--- config.mk ---
export PLATFORM = sky130hd
export DESIGN_NAME = apb_master
export DESIGN_NICKNAME = d
export VERILOG_FILES = /design/src/rtl/apb_master.sv
export SDC_FILE = /design/constraint.sdc
export NUM_CORES = 1
export LEC_CHECK = 0
export CORE_MARGIN = 3
export CORE_UTILIZATION = 28
export DETAILED_ROUTE_END_ITERATION = 12
export PLACE_DENSITY = 0.72
export SKIP_LAST_GASP = 1
export SLEW_MARGIN = 25
export SYNTH_ARGS = -nofsm -noshare
export SYNTH_HDL_FRONTEND = slang
export SYNTH_SLANG_ARGS = --single-unit
--- constraint.sdc ---
create_clock -name PCLK -period 1.4 [get_ports PCLK]
set_input_delay 0.14 -clock PCLK [delete_from_list [all_inputs] [get_ports PCLK]]
set_output_delay 0.14 -clock PCLK [all_outputs]
set_load 0.01 [all_outputs]
--- src/rtl/apb_master.sv ---
// APB3 single-transfer master: host command in, APB SETUP/ACCESS sequencing, registered completion out.
// Optional ACCESS-phase timeout abort is compiled in with `define APB_MASTER_TIMEOUT_EN.
module apb_master #(
  parameter int unsigned TIMEOUT_CYCLES = 16
) (
  input  logic        PCLK,
  input  logic        PRESETn,
  input  logic        cmd_valid,
  output logic        cmd_ready,
  input  logic        cmd_write,
  input  logic [31:0] cmd_addr,
  input  logic [31:0] cmd_wdata,
  output logic        rsp_valid,
  output logic [31:0] rsp_rdata,
  output logic        rsp_err,
  output logic        rsp_timeout,
  output logic        PSELx,
  output logic        PENABLE,
  output logic        PWRITE,
  output logic [31:0] PADDR,
  output logic [31:0] PWDATA,
  input  logic [31:0] PRDATA,
  input  logic        PREADY,
  input  logic        PSLVERR
);

  typedef enum logic [1:0] {
    S_IDLE,
    S_SETUP,
    S_ACCESS
  } state_t;

  if (TIMEOUT_CYCLES < 1 || TIMEOUT_CYCLES > 255) begin : g_bad_timeout_cycles
    $error("apb_master: TIMEOUT_CYCLES must be in 1..255");
  end

  state_t      state_q, state_d;
  logic        psel_q, psel_d;
  logic        penable_q, penable_d;
  logic        pwrite_q, pwrite_d;
  logic [31:0] paddr_q, paddr_d;
  logic [31:0] pwdata_q, pwdata_d;
  logic        rsp_valid_q, rsp_valid_d;
  logic [31:0] rsp_rdata_q, rsp_rdata_d;
  logic        rsp_err_q, rsp_err_d;

`ifdef APB_MASTER_TIMEOUT_EN
  // Abort fires on the edge that would bring the wait count up to the limit.
  localparam logic [7:0] TIMEOUT_LAST = 8'(TIMEOUT_CYCLES - 1);
  logic [7:0]  cnt_q, cnt_d;
  logic        rsp_timeout_q, rsp_timeout_d;
`endif

  assign cmd_ready = (state_q == S_IDLE);

  always_comb begin
    // NOTE: every *_d gets a default before the case so no path leaves it unassigned (no latches).
    state_d       = state_q;
    psel_d        = psel_q;
    penable_d     = penable_q;
    pwrite_d      = pwrite_q;
    paddr_d       = paddr_q;
    pwdata_d      = pwdata_q;
    rsp_valid_d   = 1'b0;
    rsp_rdata_d   = rsp_rdata_q;
    rsp_err_d     = rsp_err_q;
`ifdef APB_MASTER_TIMEOUT_EN
    cnt_d         = cnt_q;
    rsp_timeout_d = rsp_timeout_q;
`endif

    unique case (state_q)
      S_IDLE: begin
        if (cmd_valid) begin
          state_d  = S_SETUP;
          psel_d   = 1'b1;
          pwrite_d = cmd_write;
          paddr_d  = cmd_addr;
          pwdata_d = cmd_wdata;
`ifdef APB_MASTER_TIMEOUT_EN
          cnt_d    = 8'd0;
`endif
        end
      end

      S_SETUP: begin
        state_d   = S_ACCESS;
        penable_d = 1'b1;
      end

      S_ACCESS: begin
        if (PREADY) begin
          state_d     = S_IDLE;
          psel_d      = 1'b0;
          penable_d   = 1'b0;
          rsp_valid_d = 1'b1;
          rsp_err_d   = PSLVERR;
          rsp_rdata_d = pwrite_q ? 32'd0 : PRDATA;
`ifdef APB_MASTER_TIMEOUT_EN
          rsp_timeout_d = 1'b0;
        end else if (cnt_q == TIMEOUT_LAST) begin
          state_d       = S_IDLE;
          psel_d        = 1'b0;
          penable_d     = 1'b0;
          rsp_valid_d   = 1'b1;
          rsp_err_d     = 1'b1;
          rsp_rdata_d   = 32'd0;
          rsp_timeout_d = 1'b1;
        end else begin
          cnt_d = cnt_q + 8'd1;
`endif
        end
      end

      default: begin
        state_d   = S_IDLE;
        psel_d    = 1'b0;
        penable_d = 1'b0;
      end
    endcase
  end

  always_ff @(posedge PCLK or negedge PRESETn) begin
    if (!PRESETn) begin
      state_q       <= S_IDLE;
      psel_q        <= 1'b0;
      penable_q     <= 1'b0;
      pwrite_q      <= 1'b0;
      paddr_q       <= 32'd0;
      pwdata_q      <= 32'd0;
      rsp_valid_q   <= 1'b0;
      rsp_rdata_q   <= 32'd0;
      rsp_err_q     <= 1'b0;
`ifdef APB_MASTER_TIMEOUT_EN
      cnt_q         <= 8'd0;
      rsp_timeout_q <= 1'b0;
`endif
    end else begin
      // NOTE: non-blocking assignments keep every flop sampling pre-edge values.
      state_q       <= state_d;
      psel_q        <= psel_d;
      penable_q     <= penable_d;
      pwrite_q      <= pwrite_d;
      paddr_q       <= paddr_d;
      pwdata_q      <= pwdata_d;
      rsp_valid_q   <= rsp_valid_d;
      rsp_rdata_q   <= rsp_rdata_d;
      rsp_err_q     <= rsp_err_d;
`ifdef APB_MASTER_TIMEOUT_EN
      cnt_q         <= cnt_d;
      rsp_timeout_q <= rsp_timeout_d;
`endif
    end
  end

  assign PSELx     = psel_q;
  assign PENABLE   = penable_q;
  assign PWRITE    = pwrite_q;
  assign PADDR     = paddr_q;
  assign PWDATA    = pwdata_q;
  assign rsp_valid = rsp_valid_q;
  assign rsp_rdata = rsp_rdata_q;
  assign rsp_err   = rsp_err_q;
`ifdef APB_MASTER_TIMEOUT_EN
  assign rsp_timeout = rsp_timeout_q;
`else
  assign rsp_timeout = 1'b0;
`endif

endmodule

# ---- After elaboration in Yosys (flattened, before gate mapping)
# Cells that the tools add are included.
dict set report totals {
  regBits 103
  rom_bits 0
  out_inout_bits 103
  mem_bits_rw 0
  mem_count 0
  latch_bits 0
}
dict set report classes {
  magnitude_cmp 0
  n_reduce_logical 6
  mul 0
  bitwise 2
  n_eq_ne 4
  div 0
  n_shift 0
  n_mux 10
  add_sub_neg 0
}
# cell count
set ops {}
lappend ops {{32-bit two-way mux} 1}
lappend ops {{2-bit AND reduction} 4}
lappend ops {{1-bit case mux with 3 select lines} 2}
lappend ops {{2-bit case mux with 3 select lines} 1}
lappend ops {{1-bit two-way mux} 4}
lappend ops {{2-bit two-way mux} 2}
lappend ops {{2-bit != test, second input constant} 2}
lappend ops {{3-bit AND reduction} 1}
lappend ops {{2-bit by 1-bit == test with 1-bit output, second input constant} 1}
lappend ops {{2-bit == test, second input constant} 1}
lappend ops {{2-bit zero test} 1}
lappend ops {{1-bit NOT} 2}

# ---- Logic depth before layout (Yosys ltp)
# Gate-level depths: netlist of run 1.
dict set report depth {
  ltp_word 3
  mapped_depth 5
  depth_no_buf 3
}

# ---- Worst setup path after synthesis of run 1
# Ideal clock, no wire load.
dict set report synth_path {
  path_type {register to register}
  from {register state_q[1]}
  to {register paddr_q[0], in the netlist PADDR[0]}
  arrival_ns 1.346
  stages_incl_launch_ff 6
  path_slack_ns -0.071
  n_path_buf 2
  required_time_ns 1.275
  cell_sequence {dfrtp_1 > nor2_2 > and2_4 > buf_6 > buf_12 > mux2_4}
}
dict set report synth_between {
  elab_chain_len 2
}
# item line
set synth_lines {}
lappend synth_lines {{from (decl)} 37} ;# state_t state_q, state_d;
lappend synth_lines {{from (signal assigned)} 140} ;# state_q <= state_d;
lappend synth_lines {{2-bit zero test} --}
lappend synth_lines {{net cmd_ready} 9} ;# output logic cmd_ready,
lappend synth_lines {{2-bit AND reduction (no line)} --}
lappend synth_lines {{to (signal assigned)} 144} ;# paddr_q <= paddr_d;
lappend synth_lines {{to (decl)} 41} ;# logic [31:0] paddr_q, paddr_d;
# The timed path passes the listed nets, and every way through them passes these cells.
# A chain may end at the register's enable or synchronous reset.

# ---- Final worst setup path of run 1
dict set report layout_path {
  from {register state_q[1]}
  to {register pwdata_q[8], in the netlist PWDATA[8]}
}
dict set report layout_between {
  elab_chain_len 2
}
# item line
set layout_lines {}
lappend layout_lines {{2-bit zero test} 72} ;# unique case (state_q)
lappend layout_lines {{2-bit AND reduction (no line)} --}
lappend layout_lines {{to (signal assigned)} 145} ;# pwdata_q <= pwdata_d;
lappend layout_lines {{to (decl)} 42} ;# logic [31:0] pwdata_q, pwdata_d;
# No other way between the ends.

==> flow_metrics.env, run 1 <==
export IMPL_status="complete, but fails checks"
export IMPL_violations="negative setup slack"
export IMPL_whs_ns=0.262
export IMPL_p_int_mw=9.98
export IMPL_critPathKind="reg2reg"
export IMPL_dr_total_vias=3052
export IMPL_grt_pass1_vias=3319
export IMPL_slowest_stage="dfrtp_1"
export IMPL_clock_latency_ns=0.34
export IMPL_ys_top_cells_by_count="dfrtp_1, mux2_4, o21ai_0, nand2_1, nand2b_1"
export IMPL_p_per_area_mw_per_mm2=2080
export IMPL_ys_top_cells_by_area="dfrtp_1, mux2_4, mux2_2, nand2b_1, o21ai_0"
export IMPL_cts_tree="built"
export IMPL_numPortBuffers=203
export IMPL_p_leak_nw=3.48
export IMPL_grt_max_degree=38
export IMPL_yosys_area_top_type="dfrtp_1"
export IMPL_ys_flop_type="dfrtp_1"
export IMPL_pin_count=205
export IMPL_switching_share_pct=31.6
export IMPL_placed_area_sq_mm=0.00648
export IMPL_htreeDepth=3
export IMPL_yosysUniqueCellTypes=20
export IMPL_drtIter0Drc=65
export IMPL_initial_core_util_pct=29.4
export IMPL_finalCritPeriodShare_pct=102
export IMPL_placedCellCount=681
export IMPL_wire_per_inst_um=16.8
export IMPL_avgSynthCellArea_sq_um=14.0
export IMPL_ys_seq_area_share_pct=61.8
export IMPL_final_nets=625
export IMPL_clkPwrFrac_pct=18.0
export IMPL_p_comb_share_pct=46.4
export IMPL_multiInputGateArea_sq_mm=0.00150
export IMPL_finalMaxSlewViolations=0
export IMPL_fin_ws_ns=-0.0312
export IMPL_cp_required_ns=1.63
export IMPL_n_antenna_cell=0
export IMPL_routed_wl_mm=11.9
export IMPL_die_w_um=128
export IMPL_grt_pass1_wl_mm=17.8
export IMPL_core_area_sq_mm=0.0142
export IMPL_clock_fmax_mhz=699
export IMPL_rrSetupSlack_ns=-0.03
export IMPL_critPathCaptureType="register"
export IMPL_grt_use_total_pct=14.0
export IMPL_viasPerCell=4.31
export IMPL_rsz0062_at_grt="true"
export IMPL_place_ws_ns=-0.173
export IMPL_r2r_cells=4
export IMPL_critPathArrivalTime_ns=1.66
export IMPL_max_vdd_ir_drop_mv=1.17
export IMPL_rows=43
export IMPL_cp_slowest_stage_delay_ns=0.41
export IMPL_synth_enable_flop_cells=0
export IMPL_setup_viol=35
export IMPL_stdcell_area_sq_mm=0.00700
export IMPL_ys_ff_latch=103
export IMPL_drc=0
export IMPL_place_congestion=0.721
export IMPL_path_cells="nor2_4 > and2_4 > clkbuf_16 > mux2_4"
export IMPL_r2r_start="state_q[1]"
export IMPL_critPathLaunchType="register"
export IMPL_syn_nets=399
export IMPL_hold_violations=0
export IMPL_p_switching_mw=4.62
export IMPL_die_area_sq_mm=0.0164
export IMPL_cts_buffers=9
export IMPL_cp_max_fo=7
export IMPL_drive_gt1_share_pct=21.4
export IMPL_r2r_end="PWDATA[8]"
export IMPL_antenna_found_initial=0
export IMPL_synthCells=297
export IMPL_clockRootBuffer="clkbuf_16"
export IMPL_synthArstFlopShare_pct=100
export IMPL_grt_overflow_total=0
export IMPL_register_area_sq_mm=0.00258
export IMPL_synth_most_common_cell="dfrtp_1"
export IMPL_cts_buffer_depth=2
export IMPL_fin_worst_skew_ns=0.00407
export IMPL_min_period_ns=1.43
export IMPL_drv_cap=0
export IMPL_clkSinkCount=103
export IMPL_fill_cells=1305
export IMPL_area_delta_synth_final_pct=67.8
export IMPL_fin_cells=708
export IMPL_dp_hpwl_mm=8.32
export IMPL_seq_power_share_pct=35.5
export IMPL_synth_top_area_share_pct=61.8
export IMPL_ys_warn_count=0
export IMPL_final_core_utilization_pct=49.3
export IMPL_die_y_um=128
export IMPL_firstDrtPassIters=4
export IMPL_clkSlewWorstSetupHoldPaths_ns=0.07
export IMPL_postRouteAntennaNets=0
export IMPL_hold_class="in2async"
export IMPL_synth_area_sq_mm=0.00417
## layout make-up
type / instances / share of cell area, %
inverters: 2 / 0.107
flip-flops and latches: 103 / 36.8
clock buffers: 14 / 3.91
well taps: 180 / 3.22
repair buffers: 231 / 34.0
clock inverters: 2 / 0.536
multi-input cells: 176 / 21.4
## sequential cells by signal, indices dropped and copies added, names as in the netlist
signal,count
PADDR,32
PENABLE,1
PSELx,1
PWDATA,32
PWRITE,1
rsp_err,1
rsp_rdata,32
rsp_valid,1
state_q,2
## metrics by stage
stage | TNS [ns] | power, mW
floorplan | -2.79 | 8.49
global placement | -9.72 | 12.2
detailed placement | -11.01 | 12.4
CTS | -0.931 | 14.5
global route | -3.97 | 15.5
finish | -0.534 | 14.6
## cells in the final DEF, fill, tap and decap left out
cell             count
clkbuf_16           12
clkinvlp_4           1
and2_4               2
buf_12               5
nand2b_1            32
conb_1               1
inv_1                2
clkbuf_2             1
clkbuf_8             3
nor2_4               1
dlygate4sd2_1       74
buf_8                1
clkdlybuf4s50_1    101
o21ai_0             27
buf_4               11
and2_2               1
nor2_1               1
nand2_1             34
dlygate4sd3_1        1
a21oi_1              1
buf_6                7
o21ai_1              8
dfrtp_1            103
buf_16               1
bufinv_16            1
dlymetal6s2s_1      26
clkbuf_1             2
o21a_1               1
mux2_4              51
mux2_2              15
nand3b_1             1
## worst max-delay path by stage
| stage | start | to | slack [ns] | depth (start not counted) |
|---|---|---|---|---|
| 2_1_floorplan | state_q[0] | PADDR[0] | -0.06 | 5 |
| 3_3_place_gp | cmd_valid | PWDATA[26] | -0.14 | 4 |
| 3_5_place_dp | PREADY | rsp_rdata[31] | -0.17 | 4 |
| 4_1_cts | state_q[0] | PWDATA[12] | -0.04 | 4 |
| 5_1_grt | state_q[1] | PWDATA[8] | -0.1 | 4 |
| 6_report | state_q[1] | PWDATA[8] | -0.03 | 4 |
## critical path: cells and delay by family (launching register included)
kind	cells	cell delay [ns]
mux	1	0.30
buf+inv	1	0.19
flops	1	0.41
simple gates	2	0.41
## logic make-up after synthesis
group	count (synthesis)	synth area share (%)
AND/OR/NAND/NOR	70	8.49
other	1	0.0899
buffers and inverters	20	3.84
AO/OA/AOI/OAI	37	4.50
flip-flops	103	61.8
multiplexers	66	21.3
## repair_timing
item                       CTS  global route
pin swaps                    0             2
setup endpoints to repair  149           110
cloned                       1             6
setup buffers                3             0
hold endpoints to repair    25             0
gates resized for setup     82            52
hold buffers                 1             0
## power by group through the flow
| stage | logic [mW] | clock network (mW) | registers (mW) |
|---|---|---|---|
| after floorplan | 2.64 | 0 | 5.85 |
| after global placement | 7.05 | 0 | 5.20 |
| after detailed placement | 7.17 | 0 | 5.27 |
| after CTS | 6.58 | 2.72 | 5.20 |
| after global routing | 7.29 | 2.84 | 5.38 |
| final | 6.77 | 2.63 | 5.19 |
## metal layers
layer  wire length [um]  track usage (%)  vias to the layer above
met5                  0                0                        -
met4                170             4.56                        0
met3                881             4.88                       12
met2               6040             23.3                      103
met1               4810             16.8                     1492
li1                   -                -                     1445
(Power assumes the default switching activity.)
==> inputs of run 2 (changes only) <==
CTS_BUF_LIST = sky130_fd_sc_hd__clkbuf_4   (was not set)
==> flow_metrics.env, run 2 (synthesis gave the netlist of run 1 again) <==
export IMPL_status="complete, but fails checks"
export IMPL_violations="negative setup slack"
export IMPL_core_area_sq_mm=0.0142
export IMPL_grt_overflow_total=0
export IMPL_n_antenna_cell=0
export IMPL_viasPerCell=4.28
export IMPL_cts_buffers=9
export IMPL_fill_cells=1313
export IMPL_clkSlewWorstSetupHoldPaths_ns=0.16
export IMPL_layout_common_cells="dfrtp_1, clkdlybuf4s50_1, dlygate4sd2_1, mux2_4, buf_4"
export IMPL_p_leak_nw=3.33
export IMPL_placedCellCount=681
export IMPL_r2r_end="PWDATA[23]"
export IMPL_min_period_ns=1.50
export IMPL_place_congestion=0.721
export IMPL_setup_tns_ns=-1.97
export IMPL_grt_max_degree=38
export IMPL_dp_hpwl_mm=8.32
export IMPL_critPathLaunch="state_q[1]"
export IMPL_finalCritPeriodShare_pct=107
export IMPL_critPathCaptureType="register"
export IMPL_grt_use_total_pct=14.2
export IMPL_drive_gt1_share_pct=25.0
export IMPL_rrSetupSlack_ns=-0.1
export IMPL_critPathArrivalTime_ns=1.85
export IMPL_wire_per_inst_um=16.2
export IMPL_area_delta_synth_final_pct=68.2
export IMPL_power_mw=14.0
export IMPL_grt_pass1_vias=3416
export IMPL_die_y_um=128
export IMPL_dr_total_vias=3130
export IMPL_hold_class="in2async"
export IMPL_clkSinkCount=103
export IMPL_rsz0062_at_grt="true"
export IMPL_final_nets=649
export IMPL_fin_worst_skew_ns=0.0134
export IMPL_drc=0
export IMPL_placed_area_sq_mm=0.00648
export IMPL_cts_buffer_depth=2
export IMPL_r2r_start="state_q[1]"
export IMPL_r2r_cells=6
export IMPL_firstDrtPassIters=4
export IMPL_numPortBuffers=203
export IMPL_pin_count=205
export IMPL_htreeDepth=3
export IMPL_postRouteAntennaNets=0
export IMPL_die_w_um=128
export IMPL_p_per_area_mw_per_mm2=2000
export IMPL_antenna_found_initial=0
export IMPL_critPathLaunchType="register"
export IMPL_stdcell_area_sq_mm=0.00702
export IMPL_max_vdd_ir_drop_mv=1.21
export IMPL_clockRootBuffer="clkbuf_4"
export IMPL_initial_core_util_pct=29.4
export IMPL_die_area_sq_mm=0.0164
export IMPL_cp_max_fo=7
export IMPL_drv_cap=0
export IMPL_clock_latency_ns=0.46
export IMPL_cp_required_ns=1.75
export IMPL_critPathKind="reg2reg"
export IMPL_finalMaxSlewViolations=0
export IMPL_rows=43
export IMPL_cts_tree="built"
export IMPL_grt_pass1_wl_mm=18.1
export IMPL_fin_ws_ns=-0.0975
export IMPL_routed_wl_mm=11.9
export IMPL_fin_cells=732
export IMPL_hold_violations=0
export IMPL_setup_viol=37
export IMPL_drtIter0Drc=79
export IMPL_layout_commonest_cell="dfrtp_1"
export IMPL_clock_fmax_mhz=668
export IMPL_critPathCapture="PWDATA[23]"
==> run 2: changes by cell type in the layout (fill, tap and decap cells not counted), moves of 3 or more <==
cell | before | now
o21ai_1 | 8 | 5
mux2_4 | 51 | 57
mux2_2 | 15 | 9
clkdlybuf4s15_1 | 0 | 16
clkinv_1 | 0 | 3
buf_4 | 11 | 34
dlygate4sd2_1 | 74 | 85
clkbuf_16 | 12 | 3
clkbuf_4 | 0 | 11
dlymetal6s2s_1 | 26 | 0
clkbuf_8 | 3 | 0
==> run 2: stage by stage <==
stage,hold WS (ns),setup WS (ns),utilization [%]
6_report,0.126,-0.0975,49.4
5_1_grt,0.0980,-0.155,49.4
4_1_cts,0.0811,-0.187,47.2
2_1_floorplan,-0.156,-0.0607,-
3_5_place_dp,0.102,-0.173,45.6
3_3_place_gp,0.0893,-0.136,45.6
==> run 2: worst min-delay path by stage <==
| stage | to | cells after the start | slack [ns] | from |
|---|---|---|---|---|
| floorplan | PADDR[0] | 0 | -0.16 | PRESETn |
| global placement | PADDR[11] | 1 | 0.09 | PRESETn |
| detailed placement | PADDR[7] | 1 | 0.10 | PRESETn |
| CTS | PADDR[31] | 2 | 0.08 | PRESETn |
| global route | PADDR[7] | 2 | 0.1 | PRESETn |
| finish | PWDATA[31] | 2 | 0.13 | PRESETn |
==> run 2: timing repair <==
action | 4_1_cts | 5_1_grt
pin swaps | 1 | 4
gates resized for setup | 113 | 49
setup buffers | 15 | 16
hold buffers | 1 | 0
endpoints found under the hold margin | 103 | 0
gates cloned | 3 | 4
endpoints found under the setup margin | 176 | 91
==> run 2: worst max-delay path, cell delays in order (launching register included) <==
cell and delay, ns:
dfrtp_1 0.42, nor2_2 0.13, and2_4 0.17, buf_12 0.12, buf_6 0.12, clkbuf_16 0.14, mux2_4 0.29
==> run 2: final cells by class <==
class	count	area (sq um)	area share (%)
sequential	103	2580	36.7
multi-input combinational	174	1520	21.7
inverter	2	7.51	0.107
clock buffer	11	82.6	1.18
timing repair buffer	257	2550	36.4
clock inverter	5	48.8	0.695
tap	180	225	3.21
==> run 2: per-layer routing <==
metal	wire (um)	global-route usage, %	vias up
met4	130	3.43	0
met5	0	0	-
met3	862	5.71	11
met1	4660	16.5	1528
li1	-	-	1486
met2	6210	24.4	105
==> run 2: power breakdown <==
group | internal (mW) | total, mW | switching [mW]
clock | 0.570 | 1.52 | 0.955
sequential | 4.38 | 5.16 | 0.781
combinational | 4.45 | 7.32 | 2.86
